**src/rtl/arithmetic_left_shift_seq_10bit_if.sv**
```systemverilog
// ============================================================================
// Module   : arithmetic_left_shift_seq_10bit_if
// Brief    : start/busy/done handshake and data bundle for the sequential shifter
// Revision : 1.0
// ============================================================================
`default_nettype none

interface arithmetic_left_shift_seq_10bit_if #(
  parameter int WIDTH = 10,
  parameter int SHW   = 4
);
  logic             start;
  logic [WIDTH-1:0] din;
  logic [SHW-1:0]   amt;
  logic             sat_en;
  logic             busy;
  logic             done;
  logic [WIDTH-1:0] dout;
  logic             ovf;

  modport master (
    output start, din, amt, sat_en,
    input  busy, done, dout, ovf
  );

  modport slave (
    input  start, din, amt, sat_en,
    output busy, done, dout, ovf
  );
endinterface

`default_nettype wire

```
**src/rtl/arithmetic_left_shift_seq_10bit.sv**
```systemverilog
// ============================================================================
// Module   : arithmetic_left_shift_seq_10bit
// Brief    : one-bit-per-clock signed left shifter with sticky overflow/saturation
// Revision : 1.0
// ============================================================================
`default_nettype none

module arithmetic_left_shift_seq_10bit #(
  parameter int WIDTH = 10,
  parameter int SHW   = 4
) (
  input  wire logic clk,
  input  wire logic rst,
  arithmetic_left_shift_seq_10bit_if.slave bus
);

  typedef enum logic [1:0] {
    IDLE  = 2'd0,
    SHIFT = 2'd1,
    DONE  = 2'd2
  } state_t;

  localparam logic [WIDTH-1:0] C_MAX_POS = {1'b0, {(WIDTH-1){1'b1}}};
  localparam logic [WIDTH-1:0] C_MIN_NEG = {1'b1, {(WIDTH-1){1'b0}}};

  state_t           state_q,   state_d;
  logic [WIDTH-1:0] acc_q,     acc_d;
  logic [SHW-1:0]   cnt_q,     cnt_d;
  logic             sign0_q,   sign0_d;
  logic             sat_q,     sat_d;
  logic             ovf_acc_q, ovf_acc_d;
  logic [WIDTH-1:0] dout_q,    dout_d;
  logic             ovf_q,     ovf_d;
  logic             done_q,    done_d;

  always_ff @(posedge clk) begin
    if (rst) begin
      state_q   <= IDLE;
      acc_q     <= '0;
      cnt_q     <= '0;
      sign0_q   <= 1'b0;
      sat_q     <= 1'b0;
      ovf_acc_q <= 1'b0;
      dout_q    <= '0;
      ovf_q     <= 1'b0;
      done_q    <= 1'b0;
    end else begin
      state_q   <= state_d;
      acc_q     <= acc_d;
      cnt_q     <= cnt_d;
      sign0_q   <= sign0_d;
      sat_q     <= sat_d;
      ovf_acc_q <= ovf_acc_d;
      dout_q    <= dout_d;
      ovf_q     <= ovf_d;
      done_q    <= done_d;
    end
  end

  always_comb begin
    state_d   = state_q;
    acc_d     = acc_q;
    cnt_d     = cnt_q;
    sign0_d   = sign0_q;
    sat_d     = sat_q;
    ovf_acc_d = ovf_acc_q;
    dout_d    = dout_q;
    ovf_d     = ovf_q;
    done_d    = 1'b0;

    unique case (state_q)
      IDLE: begin
        if (bus.start) begin
          acc_d     = bus.din;
          cnt_d     = bus.amt;
          sign0_d   = bus.din[WIDTH-1];
          sat_d     = bus.sat_en;
          ovf_acc_d = 1'b0;
          state_d   = SHIFT;
        end
      end
      SHIFT: begin
        if (cnt_q != '0) begin
          // Overflow is judged on the word before it moves, so any sign flip sticks.
          ovf_acc_d = ovf_acc_q | (acc_q[WIDTH-1] ^ acc_q[WIDTH-2]);
          acc_d     = {acc_q[WIDTH-2:0], 1'b0};
          cnt_d     = cnt_q - SHW'(1);
        end else begin
          dout_d  = (sat_q && ovf_acc_q) ? (sign0_q ? C_MIN_NEG : C_MAX_POS) : acc_q;
          ovf_d   = ovf_acc_q;
          done_d  = 1'b1;
          state_d = DONE;
        end
      end
      DONE: begin
        state_d = IDLE;
      end
      default: begin
        state_d = IDLE;
      end
    endcase
  end

  assign bus.busy = (state_q != IDLE);
  assign bus.done = done_q;
  assign bus.dout = dout_q;
  assign bus.ovf  = ovf_q;

endmodule

`default_nettype wire

```
**src/flat_wrapper.sv**
```systemverilog
// flat-port wrapper written by rule: the top's interface ports become plain ports
module arithmetic_left_shift_seq_10bit_flat 
#(
  parameter int WIDTH = 10,
  parameter int SHW   = 4
)
  (clk, rst, bus_start, bus_din, bus_amt, bus_sat_en, bus_busy, bus_done, bus_dout, bus_ovf);
  arithmetic_left_shift_seq_10bit_if #(.WIDTH(WIDTH), .SHW(SHW)) bus_i ();
  input  wire logic clk;
  input  wire logic rst;
  input wire logic [$bits(bus_i.start)-1:0] bus_start;
  input wire logic [$bits(bus_i.din)-1:0] bus_din;
  input wire logic [$bits(bus_i.amt)-1:0] bus_amt;
  input wire logic [$bits(bus_i.sat_en)-1:0] bus_sat_en;
  output wire logic [$bits(bus_i.busy)-1:0] bus_busy;
  output wire logic [$bits(bus_i.done)-1:0] bus_done;
  output wire logic [$bits(bus_i.dout)-1:0] bus_dout;
  output wire logic [$bits(bus_i.ovf)-1:0] bus_ovf;
  assign bus_i.start = bus_start;
  assign bus_i.din = bus_din;
  assign bus_i.amt = bus_amt;
  assign bus_i.sat_en = bus_sat_en;
  assign bus_busy = bus_i.busy;
  assign bus_done = bus_i.done;
  assign bus_dout = bus_i.dout;
  assign bus_ovf = bus_i.ovf;
  arithmetic_left_shift_seq_10bit #(.WIDTH(WIDTH), .SHW(SHW)) u_core (.clk(clk), .rst(rst), .bus(bus_i));
endmodule
```
**config.mk**
```make
export PLATFORM = sky130hd
export DESIGN_NAME = arithmetic_left_shift_seq_10bit_flat
export DESIGN_NICKNAME = d
export VERILOG_FILES = /design/src/rtl/arithmetic_left_shift_seq_10bit_if.sv /design/src/rtl/arithmetic_left_shift_seq_10bit.sv /design/src/flat_wrapper.sv
export SDC_FILE = /design/constraint.sdc
export NUM_CORES = 1
export LEC_CHECK = 0
export CORE_MARGIN = 5
export CORE_UTILIZATION = 45
export DETAILED_ROUTE_END_ITERATION = 7
export PLACE_DENSITY = 0.73
export SETUP_SLACK_MARGIN = 0.2
export SYNTH_ARGS = -nofsm -noshare
export SYNTH_HDL_FRONTEND = slang
export SYNTH_SLANG_ARGS = --single-unit
```
**constraint.sdc**
```tcl
create_clock -name clk -period 2.25 [get_ports clk]
set_input_delay 0.5625 -clock clk [delete_from_list [all_inputs] [get_ports clk]]
set_output_delay 0.5625 -clock clk [all_outputs]
set_load 0.02 [all_outputs]
```
==> impl_metrics.yaml, run 1 <==
timing:
  max_freq_mhz: 535
  rsz0062_at_grt: "no"
  setup_viol: 0
  drv_slew: 0
  tns_ns: 0
  tightest_slew_ns: 0.564
  max_slew_margin_pct: 62.2
  final_hold_viol_count: 0
  skew_ns: 0.0134
  finalCritPeriodShare_pct: 83.0
  post-route-min-period_ns: 1.87
synth:
  synthCells: 148
  yosys.area.top_type: "dfxtp_1"
  synth_compound_area_share_pct: 22.3
  synth_edf_count: 0
  synthAdderAreaFrac_pct: 0.914
  synth_top_family_by_area: "compound AO/OA/AOI/OAI gates"
  synthesis.nets: 167
  avgSynthCellArea_um2: 9.25
  yosys_warnings: 0
  synthTopCellsByArea: "dfxtp_1 (45%), mux2i_1 (9.5%), nor2_1 (8.8%)"
  synth-xor-area-share_pct: 0.640
  yosys.area_share.simple_pct: 16.6
  syn_area_um2: 1370
  ys_seq_area_share_pct: 45.3
  ys.flop_type: "dfxtp_1"
  async_flop_share_pct: 0
  synth_mux_area_share_pct: 9.51
  ys_ff_latch: 31
  synth_top_area_share_pct: 45.3
  synth.distinct_cells: 26
final_layout:
  multi_input_area_um2: 684
  layout_common_cells: "nor2_1 (32), dfxtp_1 (31), clkdlybuf4s50_1 (29)"
  area_growth_pct: 27.7
  finalInstanceArea_um2: 1750
  fillers: 256
  nNetsFinal: 199
  antennaDiodeCount: 0
  final_common_cell: "nor2_1"
  drive_above_1_share_pct: 12.7
  seq_area_um2: 621
  stdcell_count: 214
placement:
  dp_cells: 206
  place_area_um2: 1700
  gp_congestion: 0.868
  io_buffers: 30
  hpwl_um: 2150
clocking:
  cts_setup_buffers: 0
  clk_pin_slew_ns: 0.09
  ctsHoldBuffers: 0
  clock-root-buffer: "clkbuf_4"
  post_cts_resized: 1
  cts.sinks: 31
  htree_num_levels: 2
  cts_tree: "yes"
  cts_buffers: 5
  clock_path_buffers: 2
  clk_latency_ns: 0.33
global_routing:
  grt_pass1_wl_um: 5020
  grt_start_max_net_pins: 22
  overflow: 0
  antenna_found_initial: 0
  track_usage_pct: 15.4
  first_global_vias: 1172
worst_hold_path:
  holdCritPathClass: "flip-flop to flip-flop"
  hold_path_depth: 2
  hp-start: "u_core.cnt_q[1]"
  min_to: "u_core.cnt_q[1]"
pwr:
  swShare_pct: 34.7
  combPwrFrac_pct: 34.4
  power_w: 0.00156
  p_clk_share_pct: 19.7
  p_int_w: 0.00101
  ir_drop_uv: 463
  p_sw_w: 0.000540
  p_leak_nw: 0.692
  powerDensity_nw_per_um2: 890
  seqPwrFrac_pct: 45.9
drt:
  drc: 0
  postRouteAntennaNets: 0
  viasPerCell: 5.40
  routed_wl_um: 2900
  drtIter0Drc: 58
  vias: 1155
  wl_per_cell_um: 13.6
  dr.pass1.iters: 4
floorplan:
  die_area_um2: 4240
  ios: 31
  die_y_um: 65.2
  rows: 20
  core_um2: 2980
  die_width_um: 65.2
  start_util_pct: 46.0
worst_setup_path:
  r2r_cells: 7
  rr_startpoint: "u_core.cnt_q[0]"
  cp_max_fo: 4
  cp_slowest_stage_delay_ns: 0.35
  slowest_stage: "dfxtp_1"
  cp.required_ns: 1.69
  crit_arrival_ns: 1.31
  r2r_end: "u_core.acc_q[8]"
  critPathKind: "flip-flop to output port"
  critPathCaptureType: "output port"
  setup.worst_path.start_class: "flip-flop"
  r2r_slack_ns: 0.43
  path_cells: "or2_2 -> dlygate4sd2_1"
status:
  status: "completed"
run:
  cap_violations: 0
## worst max-delay path, delay by kind of cell (launching register included)
family                 cells  cell delay [ns]
buffers and inverters      1             0.32
flip-flops                 1             0.35
AND/OR/NAND/NOR            1             0.31
## flip-flops by register name (all words and copies together) (netlist names)
name              count
u_core.acc_q         10
u_core.bus.done       1
u_core.sat_q          1
u_core.sign0_q        1
u_core.bus.ovf        1
u_core.bus.dout      10
u_core.ovf_acc_q      1
u_core.state_q        2
u_core.cnt_q          4
## final cells by class
class,instances,share of cell area [%]
clock buffers,7,2.58
inverters,4,0.859
clock inverters,1,0.286
flip-flops and latches,31,35.5
repair buffers,35,19.3
multi-input cells,103,39.2
well taps,33,2.36
## stage by stage
stage | worst slack, ns | utilization [%] | hold slack [ns]
6_report | 0.381 | 58.7 | 0.477
4_1_cts | 0.366 | 58.7 | 0.477
3_5_place_dp | 0.211 | 57.1 | 0.464
5_1_grt | 0.287 | 58.7 | 0.507
2_1_floorplan | 0.726 | - | 0.446
3_3_place_gp | 0.286 | 57.1 | 0.462
## metal layers
| metal | global-route usage, % | vias up | part of all wire (%) |
|---|---|---|---|
| li1 | - | 593 | - |
| met1 | 17.2 | 532 | 44 |
| met2 | 26.1 | 22 | 49 |
| met3 | 4.27 | 8 | 4.2 |
| met4 | 9.33 | 0 | 2.5 |
| met5 | 0 | - | 0 |
## kinds of logic after synthesis
kind of cell               count (synthesis)
AOI/OAI and AO/OA                         40
xor gates and xnor gates                   1
adders and majority gates                  1
buffers and inverters                     14
DFF                                       31
muxes                                     13
and+or+nand+nor                           48
## power groups by stage
stage          clock (W)  sequential, W  combinational (W)
2_1_floorplan          0       0.000750           0.000344
3_3_place_gp           0       0.000721           0.000529
3_5_place_dp           0       0.000725           0.000541
4_1_cts         0.000321       0.000713           0.000542
5_1_grt         0.000340       0.000727           0.000590
6_report        0.000306       0.000713           0.000535
## how the worst max path moves through the flow
stage,start,end,cells after the start
after floorplan,u_core.cnt_q[0],u_core.acc_q[0],6
after global placement,bus_start,u_core.acc_q[9],6
after detailed placement,bus_start,u_core.acc_q[8],6
after CTS,u_core.bus.dout[4],bus_dout[4],1
after global routing,u_core.cnt_q[0],u_core.acc_q[6],7
final,u_core.state_q[1],bus_busy,2
## synth_stat cells, types with 2 or more instances
library cell and instances:
a21oi_1 14, a211oi_2 8, clkbuf_1 5, nor2_1 32, nand2b_1 3, buf_4 2
mux2i_1 13, buf_2 3, nor4_1 2, nand2_1 3, nor3_2 2, dfxtp_1 31
nor3_1 2, a211oi_1 12, inv_1 4, o21ai_0 2
Note: power is estimated with default switching activity, not from simulation.
==> run 2: changes to the inputs <==
--- a/config.mk
+++ b/config.mk
@@ -6,9 +6,9 @@
 export NUM_CORES = 1
 export LEC_CHECK = 0
 export CORE_MARGIN = 5
-export CORE_UTILIZATION = 45
+export CORE_UTILIZATION = 44
 export DETAILED_ROUTE_END_ITERATION = 7
-export PLACE_DENSITY = 0.73
+export PLACE_DENSITY = 0.74
 export SETUP_SLACK_MARGIN = 0.2
 export SYNTH_ARGS = -nofsm -noshare
 export SYNTH_HDL_FRONTEND = slang
==> constraint.sdc (replaced) <==
create_clock -name clk -period 1.7 [get_ports clk]
set_input_delay 0.425 -clock clk [delete_from_list [all_inputs] [get_ports clk]]
set_output_delay 0.425 -clock clk [all_outputs]
set_load 0.02 [all_outputs]
==> run 2 against run 1 <==
  * Worst hold slack improved by 0.029 ns
  * Clock power grew 100%
  * Register-to-register slack lost 0.22 ns
  * Worst setup slack got worse by 0.19 ns
  * Clock-buffer cell count shrank 1
  * First-iteration DRC count is 79% higher
  * Cell area increased by 15%
  * Clock skew fell by 0.0021 ns
  * Core utilization rose by 7.5 points
  * Sequential power rose by 34%
  * Critical path depth unchanged
==> impl_metrics.yaml, run 2 (same netlist as run 1, synthesis figures left out) <==
timing:
  post-route-min-period_ns: 1.51
  skew_ns: 0.0113
  rsz0062_at_grt: "yes"
  max_freq_mhz: 664
  finalCritPeriodShare_pct: 88.6
  max_slew_margin_pct: 75.3
  tightest_slew_ns: 0.370
  setup_viol: 0
  final_hold_viol_count: 0
  drv_slew: 0
clocking:
  clk_latency_ns: 0.35
  cts.sinks: 31
  clock_path_buffers: 2
  htree_num_levels: 2
  cts_buffers: 5
  cts_tree: "yes"
  clk_pin_slew_ns: 0.11
  clock-root-buffer: "clkbuf_4"
drt:
  vias: 1243
  routed_wl_um: 3450
  viasPerCell: 5.27
  postRouteAntennaNets: 0
  wl_per_cell_um: 14.6
  drtIter0Drc: 104
  drc: 0
  dr.pass1.iters: 4
status:
  status: "completed"
worst_setup_path:
  critPathCaptureType: "output port"
  r2r_end: "u_core.cnt_q[3]"
  r2r_cells: 7
  critPathKind: "flip-flop to output port"
  cp_max_fo: 4
  r2r_slack_ns: 0.21
  cp.required_ns: 1.27
  crit_arrival_ns: 1.08
  rr_startpoint: "u_core.cnt_q[0]"
  setup.worst_path.start_class: "flip-flop"
run:
  cap_violations: 0
pwr:
  p_clk_share_pct: 25.0
  ir_drop_uv: 720
  seqPwrFrac_pct: 38.1
  p_sw_w: 0.000832
  power_w: 0.00250
  p_leak_nw: 0.825
  p_int_w: 0.00167
  combPwrFrac_pct: 36.9
  powerDensity_nw_per_um2: 1250
  swShare_pct: 33.3
worst_hold_path:
  min_to: "u_core.bus.dout[1]"
  hp-start: "u_core.bus.dout[1]"
  hold_path_depth: 2
  holdCritPathClass: "flip-flop to flip-flop"
global_routing:
  grt_pass1_wl_um: 5620
  first_global_vias: 1209
  antenna_found_initial: 0
  track_usage_pct: 17.2
  overflow: 0
  grt_start_max_net_pins: 22
floorplan:
  rows: 20
  core_um2: 3030
  start_util_pct: 45.2
  ios: 31
  die_area_um2: 4330
  die_width_um: 65.8
  die_y_um: 65.8
placement:
  io_buffers: 30
  hpwl_um: 2220
  gp_congestion: 0.855
  dp_cells: 221
final_layout:
  nNetsFinal: 210
  final_common_cell: "nor2_1"
  antennaDiodeCount: 0
  stdcell_count: 236
  layout_common_cells: "nor2_1 (30), dfxtp_1 (28), clkdlybuf4s50_1 (17)"
  final_util_pct: 66.2
  area_growth_pct: 46.3
  drive_above_1_share_pct: 26.0
-- run 2: cell types whose count changed in the layout (fill, tap and decap cells not counted), moves of 3 or more --
| cell | delta |
|---|---|
| clkdlybuf4s50_1 | -12 |
| clkdlybuf4s15_1 | +7 |
| dlygate4sd2_1 | +4 |
| dfxtp_2 | +3 |
| buf_6 | +4 |
| buf_4 | +4 |
| dfxtp_1 | -3 |
-- run 2: repair_timing --
item | CTS | global route
gates resized for setup | 25 | 22
hold buffers | 0 | 0
buffers inserted | 3 | 1
pin swaps | 2 | 14
endpoints found under the setup margin | 28 | 32
cloned | 1 | 2
endpoints found under the hold margin | 0 | 0
-- run 2: power groups by stage --
stage          logic, W  clock network [W]  registers (W)
2_1_floorplan  0.000461                  0       0.000993
3_3_place_gp   0.000744                  0       0.000953
3_5_place_dp   0.000760                  0       0.000958
4_1_cts        0.000825           0.000631       0.000944
5_1_grt        0.000996           0.000673       0.000972
6_report       0.000922           0.000625       0.000954
-- run 2: critical path, cell delays in order (launching register included) --
cell	delay, ns
dfxtp_2	0.35
or2_4	0.26
buf_6	0.13
-- run 2: worst max path at each step --
stage / from / to / slack, ns
final: u_core.state_q[1] / bus_busy / 0.19
after global routing: u_core.cnt_q[0] / u_core.acc_q[8] / 0.15
after CTS: u_core.state_q[1] / bus_busy / 0.12
after detailed placement: bus_start / u_core.acc_q[9] / -0.07
after global placement: bus_start / u_core.cnt_q[3] / -0.03
after floorplan: u_core.cnt_q[0] / u_core.acc_q[0] / 0.21
-- run 2: layout make-up --
cell class	instances	area (um^2)
clock buffers	6	51.3
clock inverters	2	35.0
fillers	242	1020
inverters	4	15.0
multi-input cells	103	748
flip-flops and latches	31	624
well taps	44	55.1
repair buffers	46	474
-- run 2: per-stage QoR --
step                worst slack, ns  setup TNS (ns)  hold WS, ns  instance area (um^2)
floorplan                     0.205               0        0.446                  1370
global placement            -0.0342          -0.291        0.462                  1760
detailed placement          -0.0742          -0.729        0.479                  1760
CTS                           0.121               0        0.507                  1910
global route                  0.154               0        0.536                  2000
finish                        0.193               0        0.506                  2000
-- run 2: routing by layer --
metal  up-vias  global-route usage, %  share of wire [%]
li1        612                      -                  -
met1       598                   19.8                 45
met2        27                   28.2                 49
met3         6                   6.29                4.0
met4         0                   7.77                2.4
met5         -                      0                  0
==> run 3: changes to the inputs <==
--- a/config.mk
+++ b/config.mk
@@ -6,9 +6,9 @@
 export NUM_CORES = 1
 export LEC_CHECK = 0
 export CORE_MARGIN = 5
-export CORE_UTILIZATION = 44
+export CORE_UTILIZATION = 45
 export DETAILED_ROUTE_END_ITERATION = 7
-export PLACE_DENSITY = 0.74
+export PLACE_DENSITY = 0.73
 export SETUP_SLACK_MARGIN = 0.2
 export SYNTH_ARGS = -nofsm -noshare
 export SYNTH_HDL_FRONTEND = slang
==> constraint.sdc (replaced) <==
create_clock -name clk -period 1.6 [get_ports clk]
set_input_delay 0.4 -clock clk [delete_from_list [all_inputs] [get_ports clk]]
set_output_delay 0.4 -clock clk [all_outputs]
set_load 0.02 [all_outputs]
==> run 3 against run 2 <==
  * The flow now finishes with violations (setup timing)
  * Register-to-register slack lost 0.33 ns
  * Global-route usage grew 5.1 points
  * Flip-flop and latch count is the same
  * Clock power shrank 13%
  * Critical path type is now flip-flop to flip-flop
  * Critical endpoint is now u_core.acc_q[9]
  * Highest routed layer unchanged
  * Cell area grew 20%
  * Worst setup slack lost 0.32 ns
==> impl_metrics.yaml, run 3 (same netlist as run 1, synthesis figures left out) <==
status:
  status: "complete, but fails checks"
  violations: "setup timing"
run:
  cap_violations: 0
clocking:
  ctsHoldBuffers: 0
  clk_latency_ns: 0.34
  clock_path_buffers: 2
  clock-root-buffer: "clkbuf_4"
  cts.sinks: 31
  cts_buffers: 5
  htree_num_levels: 2
  cts_tree: "yes"
  clk_pin_slew_ns: 0.11
final_layout:
  seq_area_um2: 626
  area_growth_pct: 76.2
  stdcell_count: 253
  fillers: 179
  multi_input_area_um2: 870
  nNetsFinal: 238
  finalInstanceArea_um2: 2410
  drive_above_1_share_pct: 50.9
  final_common_cell: "dfxtp_1"
  antennaDiodeCount: 0
  layout_common_cells: "dfxtp_1 (27), nor2_1 (22), buf_4 (21)"
drt:
  wl_met3_um: 259
  wl_met2_um: 2450
  drc: 0
  dr.pass1.iters: 4
  drt-met1-wl_um: 2050
  drtIter0Drc: 165
  routed_wl_um: 4840
  routed.top_layer: "met4"
  wl_per_cell_um: 19.1
  viasPerCell: 5.66
  vias: 1432
  postRouteAntennaNets: 0
worst_setup_path:
  setup.worst_path.start_class: "flip-flop"
  critPathCaptureType: "flip-flop"
  critPathKind: "flip-flop to flip-flop"
  cp.required_ns: 1.83
  crit_arrival_ns: 1.95
  cp_max_fo: 5
timing:
  finalCritPeriodShare_pct: 108
  tightest_slew_ns: 0.363
  max_freq_mhz: 580
  rsz0062_at_grt: "yes"
  layout_setup_ws_ns: -0.125
  whs_ns: 0.529
  setup_viol: 19
  post-route-min-period_ns: 1.72
  max_slew_margin_pct: 75.6
  final_hold_viol_count: 0
  skew_ns: 0.0167
  drv_slew: 0
pwr:
  ir_drop_uv: 751
  powerDensity_nw_per_um2: 1320
  p_leak_nw: 1.01
  power_w: 0.00318
placement:
  dp_cells: 214
  place_area_um2: 1840
  hpwl_um: 2230
  gp_congestion: 0.822
  io_buffers: 30
  post-place-ws_ns: -0.127
floorplan:
  start_util_pct: 46.0
  die_width_um: 65.2
  core_um2: 2980
  die_y_um: 65.2
  rows: 20
  die_area_um2: 4240
  ios: 31
global_routing:
  grt_pass1_wl_um: 7150
  grt_start_max_net_pins: 16
  first_global_vias: 1459
  antenna_found_initial: 0
  track_usage_pct: 22.2
  overflow: 0
worst_hold_path:
  holdCritPathClass: "flip-flop to flip-flop"
## run 3: cell types whose count changed in the layout (fill, tap and decap cells not counted), sizes merged
| cell | previous run | this run |
|---|---|---|
| bufinv | 1 | 0 |
| clkbuf | 7 | 16 |
| dlygate4sd2 | 5 | 0 |
| clkdlybuf4s15 | 7 | 3 |
| clkinv | 1 | 0 |
| buf | 16 | 46 |
## run 3: power by group
| part | total [W] | internal [W] | switching (W) |
|---|---|---|---|
| combinational | 0.00160 | 0.000882 | 0.000716 |
| clock | 0.000543 | 0.000259 | 0.000284 |
| sequential | 0.00104 | 0.000907 | 0.000129 |
| total | 0.00318 | 0.00205 | 0.00113 |
## run 3: layout make-up
| cell class | instances | share of cell area [%] |
|---|---|---|
| timing repair buffer | 74 | 32.8 |
| clock buffer | 8 | 2.85 |
| multi-input combinational | 103 | 36.0 |
| inverter | 4 | 0.622 |
| tap | 33 | 1.71 |
| sequential | 31 | 25.9 |
## run 3: path summary, 6_finish.rpt
kind              slack (ns)  cells past startpoint         endpoint             from
hold reg to reg         0.53                      2   u_core.bus.ovf   u_core.bus.ovf
hold / removal          0.53                      2   u_core.bus.ovf   u_core.bus.ovf
setup / recovery       -0.12                      9  u_core.acc_q[9]  u_core.cnt_q[1]
setup reg to reg       -0.12                      9  u_core.acc_q[9]  u_core.cnt_q[1]
## run 3: what timing repair did
action / CTS / global route
pin swaps: 16 / 14
gates cloned: 5 / 0
setup endpoints to repair: 39 / 38
setup buffers: 13 / 13
gates resized for setup: 65 / 28
## run 3: stage by stage
step                      setup TNS [ns]  utilization [%]
after floorplan                        0                -
after global placement            -0.670             61.8
after detailed placement           -1.24             61.8
after CTS                        -0.0451             76.9
after global routing               -2.70             81.0
final                              -1.38             81.0
## run 3: metal layers
| metal | global-route usage, % | up-vias |
|---|---|---|
| li1 | - | 674 |
| met1 | 27.7 | 696 |
| met2 | 37.2 | 51 |
| met3 | 4.62 | 11 |
| met4 | 9.59 | 0 |
| met5 | 0 | - |
## run 3: worst max-delay path, stage by stage (launching register included)
cell and delay (ns):
dfxtp_2 0.36, inv_2 0.05, ha_4 0.15, nor4bb_4 0.16, nor3_4 0.24, buf_12 0.15, buf_4 0.11, buf_12 0.12
nor2_2 0.05, a211oi_2 0.24
